===== src/rtl/uart_receiver.sv =====
// 8N1-style UART receiver: 2-flop input synchronizer, mid-bit sampling FSM,
// valid/ready byte delivery with false-start, framing-error and overrun detection.
module uart_receiver #(
  parameter int CLKS_PER_BIT = 32,
  parameter int DATA_BITS    = 8
) (
  input  logic                 clk,
  input  logic                 rstN,
  input  logic                 rx,
  output logic [DATA_BITS-1:0] data_out,
  output logic                 data_valid,
  input  logic                 data_ready,
  output logic                 busy,
  output logic                 framing_err,
  output logic                 overrun
);

  localparam int HALF  = CLKS_PER_BIT / 2;
  localparam int CNT_W = $clog2(CLKS_PER_BIT);
  localparam int IDX_W = $clog2(DATA_BITS + 1);

  localparam logic [CNT_W-1:0] CNT_HALF = CNT_W'(HALF - 1);
  localparam logic [CNT_W-1:0] CNT_LAST = CNT_W'(CLKS_PER_BIT - 1);
  localparam logic [IDX_W-1:0] IDX_LAST = IDX_W'(DATA_BITS - 1);

  typedef enum logic [2:0] {
    IDLE,
    START,
    DATA,
    STOP,
    BREAK
  } state_t;

  state_t               state, state_n;
  logic                 sync1, rx_s;
  logic [CNT_W-1:0]     cnt, cnt_n;
  logic [IDX_W-1:0]     bit_idx, bit_idx_n;
  logic [DATA_BITS-1:0] shift, shift_n;
  logic                 stop_ok, stop_bad;

  // Synchronizer resets to the idle (high) line level.
  always_ff @(posedge clk or negedge rstN) begin
    if (!rstN) begin
      sync1 <= 1'b1;
      rx_s  <= 1'b1;
    end else begin
      sync1 <= rx;
      rx_s  <= sync1;
    end
  end

  always_ff @(posedge clk or negedge rstN) begin
    if (!rstN) begin
      state   <= IDLE;
      cnt     <= '0;
      bit_idx <= '0;
      shift   <= '0;
    end else begin
      state   <= state_n;
      cnt     <= cnt_n;
      bit_idx <= bit_idx_n;
      shift   <= shift_n;
    end
  end

  always_comb begin
    state_n   = state;
    cnt_n     = cnt + CNT_W'(1);
    bit_idx_n = bit_idx;
    shift_n   = shift;
    stop_ok   = 1'b0;
    stop_bad  = 1'b0;
    case (state)
      IDLE: begin
        cnt_n = '0;
        if (!rx_s) state_n = START;
      end
      START: begin
        if (cnt == CNT_HALF) begin
          cnt_n     = '0;
          bit_idx_n = '0;
          state_n   = rx_s ? IDLE : DATA;
        end
      end
      DATA: begin
        // Counter wraps every bit period; the FSM only leaves after the last bit.
        if (cnt == CNT_LAST) begin
          cnt_n     = '0;
          shift_n   = {rx_s, shift[DATA_BITS-1:1]};
          bit_idx_n = bit_idx + IDX_W'(1);
          if (bit_idx == IDX_LAST) state_n = STOP;
        end
      end
      STOP: begin
        if (cnt == CNT_LAST) begin
          cnt_n    = '0;
          stop_ok  = rx_s;
          stop_bad = ~rx_s;
          state_n  = rx_s ? IDLE : BREAK;
        end
      end
      BREAK: begin
        cnt_n = '0;
        if (rx_s) state_n = IDLE;
      end
      default: begin
        cnt_n   = '0;
        state_n = IDLE;
      end
    endcase
  end

  assign busy = (state != IDLE);

  // A held byte is never overwritten; a new byte arriving then is counted as overrun.
  always_ff @(posedge clk or negedge rstN) begin
    if (!rstN) begin
      data_out    <= '0;
      data_valid  <= 1'b0;
      framing_err <= 1'b0;
      overrun     <= 1'b0;
    end else begin
      framing_err <= stop_bad;
      overrun     <= 1'b0;
      if (stop_ok) begin
        if (!data_valid || data_ready) begin
          data_out   <= shift;
          data_valid <= 1'b1;
        end else begin
          overrun <= 1'b1;
        end
      end else if (data_valid && data_ready) begin
        data_valid <= 1'b0;
      end
    end
  end

endmodule

===== config.mk =====
export PLATFORM = sky130hd
export DESIGN_NAME = uart_receiver
export DESIGN_NICKNAME = d
export VERILOG_FILES = /design/src/rtl/uart_receiver.sv
export SDC_FILE = /design/constraint.sdc
export NUM_CORES = 1
export LEC_CHECK = 0
export ABC_AREA = 1
export BUFFER_PORTS_ARGS = -buffer_cell sky130_fd_sc_hd__buf_2
export CORE_MARGIN = 4
export CORE_UTILIZATION = 45
export CTS_BUF_LIST = sky130_fd_sc_hd__clkbuf_16
export CTS_CLUSTER_DIAMETER = 150
export DETAILED_ROUTE_END_ITERATION = 10
export PLACE_DENSITY = 0.67
export SYNTH_ARGS = -nofsm -noshare
export SYNTH_HDL_FRONTEND = slang
export SYNTH_SLANG_ARGS = --single-unit

===== constraint.sdc =====
create_clock -name clk -period 1.86 [get_ports clk]
set_input_delay 0.372 -clock clk [delete_from_list [all_inputs] [get_ports clk]]
set_output_delay 0.372 -clock clk [all_outputs]
set_load 0.02 [all_outputs]

# Word level (Yosys, flattened, before mapping)
# Index checks and enable logic that the tools add are counted.
[word_totals]
reg_bits = 33
input_bits = 4
output_inout_bits = 12
[classes]
addsub = 2
n_eq_ne = 14
muxes = 24
n_bitwise = 1
reduce_logical = 13
[op_table]
columns = ["cell", "count"]
rows = [
  ["$mux W3", 7],
  ["$pmux W3 S5", 1],
  ["$ne A2 B2 Y1 const B", 6],
  ["$mux W5", 2],
  ["$pmux W5 S2", 1],
  ["$mux W1", 9],
  ["$mux W4", 2],
  ["$pmux W4 S2", 1],
  ["$eq A3 B2 Y1 const B", 2],
  ["$reduce_and A2 Y1", 3],
  ["$reduce_and A6 Y1", 1],
  ["$add A5 B1 Y5 const B", 1],
  ["$eq A5 B4 Y1 const B", 1],
  ["$eq A5 B5 Y1 const B", 1],
  ["$add A4 B1 Y4 const B", 1],
  ["$eq A4 B3 Y1 const B", 1],
  ["$reduce_bool A2 Y1", 2],
  ["$eq A3 B1 Y1 const B", 1],
  ["$eq A3 B3 Y1 const B", 1],
  ["$logic_not A3 Y1", 1],
  ["$reduce_and A3 Y1", 1],
  ["$reduce_bool A3 Y1", 1],
  ["$mux W2", 1],
  ["$ne A2 B1 Y1 const B", 1],
  ["other kinds (5)", 5],
]

# Logic depth before layout (Yosys ltp)
[depth]
word_depth = 5
mapped_depth = 11

# Least setup slack after synthesis
# OpenSTA, ideal clock, no wires.
[synth_path]
path_kind = "reg-to-reg"
from = "register cnt[0]"
to = "register state[0]"
setup_time_ns = 0.117
arrival_time_ns = 1.361
t_required_ns = 1.743
slack_ns = 0.382
path_stages_with_launch = 11
n_path_buf = 0
path_cell_list = "dfrtp_1 ha_1 nand3_1 inv_1 ha_1 inv_1 nand4_1 nand2_1 nor2_1 nand3_1 nand2_1"
[synth_between]
elab_chain_len = 3
[synth_rtl]
columns = ["item", "line", "text"]
rows = [
  ["start: declaration", "36", "logic [CNT_W-1:0] cnt, cnt_n;"],
  ["start signal: assignment", "60", "cnt <= cnt_n;"],
  ["$eq A5 B5 Y1 or $eq A5 B4 Y1 (tied branches)", "87, 95, 79", ""],
  ["$ne A2 B2 Y1 (no line)", "n/a", ""],
  ["$reduce_and A6 Y1 (no line) (*)", "n/a", ""],
  ["end signal: assignment", "59", "state <= state_n;"],
  ["end: declaration", "34", "state_t state, state_n;"],
]
# Every way passes the cells marked *; elsewhere a longest branch is shown, timed or not.
# A chain may end at the register's enable or synchronous reset.

# Worst setup path in the final report
[layout_path]
from = "register cnt[0]"
to = "register data_out[1]"
[layout_between]
elab_chain_len = 4
[layout_rtl]
columns = ["item", "line", "text"]
rows = [
  ["$eq A5 B5 Y1", "95", "if (cnt == CNT_LAST) begin"],
  ["$mux W1", "95", ""],
  ["$mux W1", "73", "case (state)"],
  ["$reduce_and A2 Y1 (no line)", "n/a", ""],
  ["end signal: assignment", "127", "data_out <= shift;"],
  ["end: declaration", "10", "output logic [DATA_BITS-1:0] data_out,"],
]
# Every way passes these cells.

==> summary.txt <==
Critical path
  • Worst path max stage delay: 0.37 ns
  • Req. time, crit path: 2.01 ns
  • CP Capture Point: data_out[1]
  • Startpoint Class: flip-flop
  • Worst-path cell chain: ha_1 -> nand3_1 -> inv_1 -> ha_1 -> nand4_4 -> nand2_1 -> o21ai_2
  • Worst reg2reg path endpoint: data_out[1]
  • Critical Path Most Common Cell: ha_1
  • Worst-path fanout max: 17
  • CP Data Arrival Time: 1.82 ns
  • CP Capture Type: flip-flop
  • Slowest cell on crit path: dfrtp_1
  • Reg-to-Reg Start: cnt[0]
  • R2r setup slk: 0.19 ns
  • WS Path Type: reg -> reg
  • Setup crit start: cnt[0]
  • Path depth of the worst reg2reg path: 7

STA
  • Fin. Hold Viols: 0
  • Hold_ws: 0.154 ns
  • Crit path time final: 1.67 ns
  • Slew Viols, Final: 0
  • RSZ-0062 raised after global routing: no
  • Fin crit share: 89.8%
  • Worst rel slew slack: 52.6%
  • Endpoints failing setup: 0
  • Layout Skew: 0.00484 ns
  • Slew @ Worst Pin: 0.711 ns
  • Fmax: 599 MHz
  • Post-Route Setup TNS: 0 ns

Route
  • Drt drc: 0
  • Wirelength per Cell: 11.7 um
  • Final ANT Viol Nets: 0
  • Vias/cell: 4.80
  • 1st-pass router iterations: 4
  • Vias: 1,138
  • DRT iter0 DRCs: 50
  • Total wire length: 2.77 mm

Placement
  • Hpwl dp: 2.03 mm
  • Placed insts: 229
  • Port buffer count: 15
  • Global placement routability congestion: 0.840

CTS
  • CTS tree: yes
  • Skew-Pair Late Insertion Delay: 0.27 ns
  • Post-CTS Hold Fix Bufs: 0
  • CTS Buf Count: 5
  • Htree depth: 2
  • Setup Buffers After CTS: 0
  • Clk pin slew, worst setup/hold paths: 0.05 ns
  • Post-CTS sizing: 0
  • Clock Tree Root: clkbuf_16
  • Max Buffers Root-to-Sink: 2
  • CTS Sinks: 33

Power and ir drop
  • Net Sw Power: 0.000654 W
  • Clock power share: 36.4%
  • Internal power: 0.00143 W
  • Combinational share of power: 22.7%
  • Net Sw Frac: 31.3%
  • Pwr dens: 1130 nW/um2
  • Sequential group share of total power: 40.9%
  • Lkg Pwr: 0.895 nW
  • Total Power: 0.00209 W
  • Worst VDD drop: 0.000652 V

Layout
  • Antenna Cells: 0
  • Share of cells above drive strength 1: 26.2%
  • Layout Nets: 200
  • Final cell count without fillers: 237
  • P&R area growth vs syn: 15.6%
  • Post-layout util: 54.6%

Synthesis
  • Syn nets: 180
  • Syn_area_per_cell: 9.41 um2
  • Largest area contributor in the netlist: dfrtp_1
  • Seq/Total Area, Yosys: 51.8%
  • Synth Register Bits: 33
  • Mapped Area: 1600 um2
  • Top_reg_cell synth: dfrtp_1
  • Syn Inst Count: 170
  • EDFF count, synth: 0
  • Ys async rst share: 100%
  • Post-synth top area share: 48.5%
  • Area contributors post-synth: dfrtp_1, nand2_1, o21ai_2
  • Post-synthesis cell type count: 26
  • Yosys Warn Count: 0

Global routing
  • GR Util All Layers: 15.1%
  • Vias in the first global route: 1,213
  • Pin count of the biggest net entering global routing: 34
  • Initial antenna violation count: 0
  • Global-route wire length before repair: 5.11 mm
  • Grt ovf: 0

Floorplan
  • Starting density of the core: 47.2%
  • Die area: 4570 um2
  • Chip height: 67.6 um
  • Die width: 67.6 um
  • Core ar.: 3390 um2
  • Num rows: 21
  • Top Ports: 16

Flow run
  • Max cap viols: 0

Worst hold path
  • Worst Hold Class: in -> async

Run status
  • Status: finished clean
routing by layer:
metal  global-route usage (%)  vias to the layer above  routed length [um]
met5                        0                        -                   0
met4                     7.34                        0                  40
met3                     3.49                        4                 110
met2                     24.9                       20                1360
met1                     18.6                      530                1260
li1                         -                      584                   -
cells in the final DEF, fill, tap and decap left out:
cell	count
o32ai_1	1
clkinvlp_4	1
nand3b_1	1
inv_1	23
buf_2	15
clkinv_1	1
nand2_2	3
nand3_4	1
dfstp_2	2
nor2_2	1
or2_2	1
o21ai_1	1
xor2_1	1
nor3_1	1
dfrtp_1	31
ha_1	6
nand4_4	1
o21ai_0	6
inv_2	1
nor2_1	16
xnor2_1	1
nand3_2	1
nand3_1	8
o21ai_2	16
nor2_4	2
nand2_1	42
a31oi_1	1
clkbuf_16	5
nand4_1	1
logic make-up after synthesis:
group	synth area share, %
AOI/OAI and AO/OA	11.9
xor gates and xnor gates	1.10
adders and majority gates	4.69
buffers and inverters	6.81
DFF	51.8
and+or+nand+nor	23.7
cell type report:
class / instances / area [um2]
inverter: 23 / 86.3
clock inverter: 3 / 15.0
fill: 307 / 1540
sequential: 33 / 828
tap: 46 / 57.6
timing repair buffer: 15 / 75.1
clock buffer: 5 / 125
multi-input combinational: 112 / 662
cells in the mapped netlist (all sizes together) (2+ instances only):
master and instances:
o21ai 23, dfrtp 31, buf 2, ha 6, nand2 45, nand3 10, inv 23, nand4 2
nor2 19, dfstp 2
registers in the layout, summed over array words and instances, names as in the netlist:
signal	count
data_valid	1
sync1	1
shift	8
framing_err	1
overrun	1
rx_s	1
cnt	5
bit_idx	4
data_out	8
state	3
worst min-delay path by stage:
stage	cells past startpoint	startpoint	slack (ns)	to
2_1_floorplan	0	rstN	0.08	bit_idx[0]
6_report	1	rstN	0.15	bit_idx[1]
3_5_place_dp	0	sync1	0.35	rx_s
5_1_grt	1	rx	0.19	sync1
3_3_place_gp	0	sync1	0.35	rx_s
4_1_cts	1	rstN	0.18	shift[0]
worst max-delay path: cells and delay by family, from the launching register on:
| family | cells | cell delay (ns) |
|---|---|---|
| simple gates | 3 | 0.57 |
| compound gates | 1 | 0.06 |
| fa+ha+maj | 2 | 0.44 |
| flops | 1 | 0.37 |
| buf+inv | 1 | 0.11 |
power by group through the flow:
stage	Sequential (W)	Clock, W	Combinational [W]
after CTS	0.000852	0.000782	0.000480
after floorplan	0.000848	0	0.000373
after global routing	0.000860	0.000825	0.000545
final	0.000853	0.000759	0.000473
after detailed placement	0.000864	0	0.000476
after global placement	0.000862	0	0.000460
metrics by stage:
step,area [um2],setup WS (ns)
2_1_floorplan,1600,0.382
3_3_place_gp,1710,0.265
3_5_place_dp,1710,0.181
4_1_cts,1850,0.173
5_1_grt,1850,0.0299
6_report,1850,0.189
(Power assumes the default switching activity.)
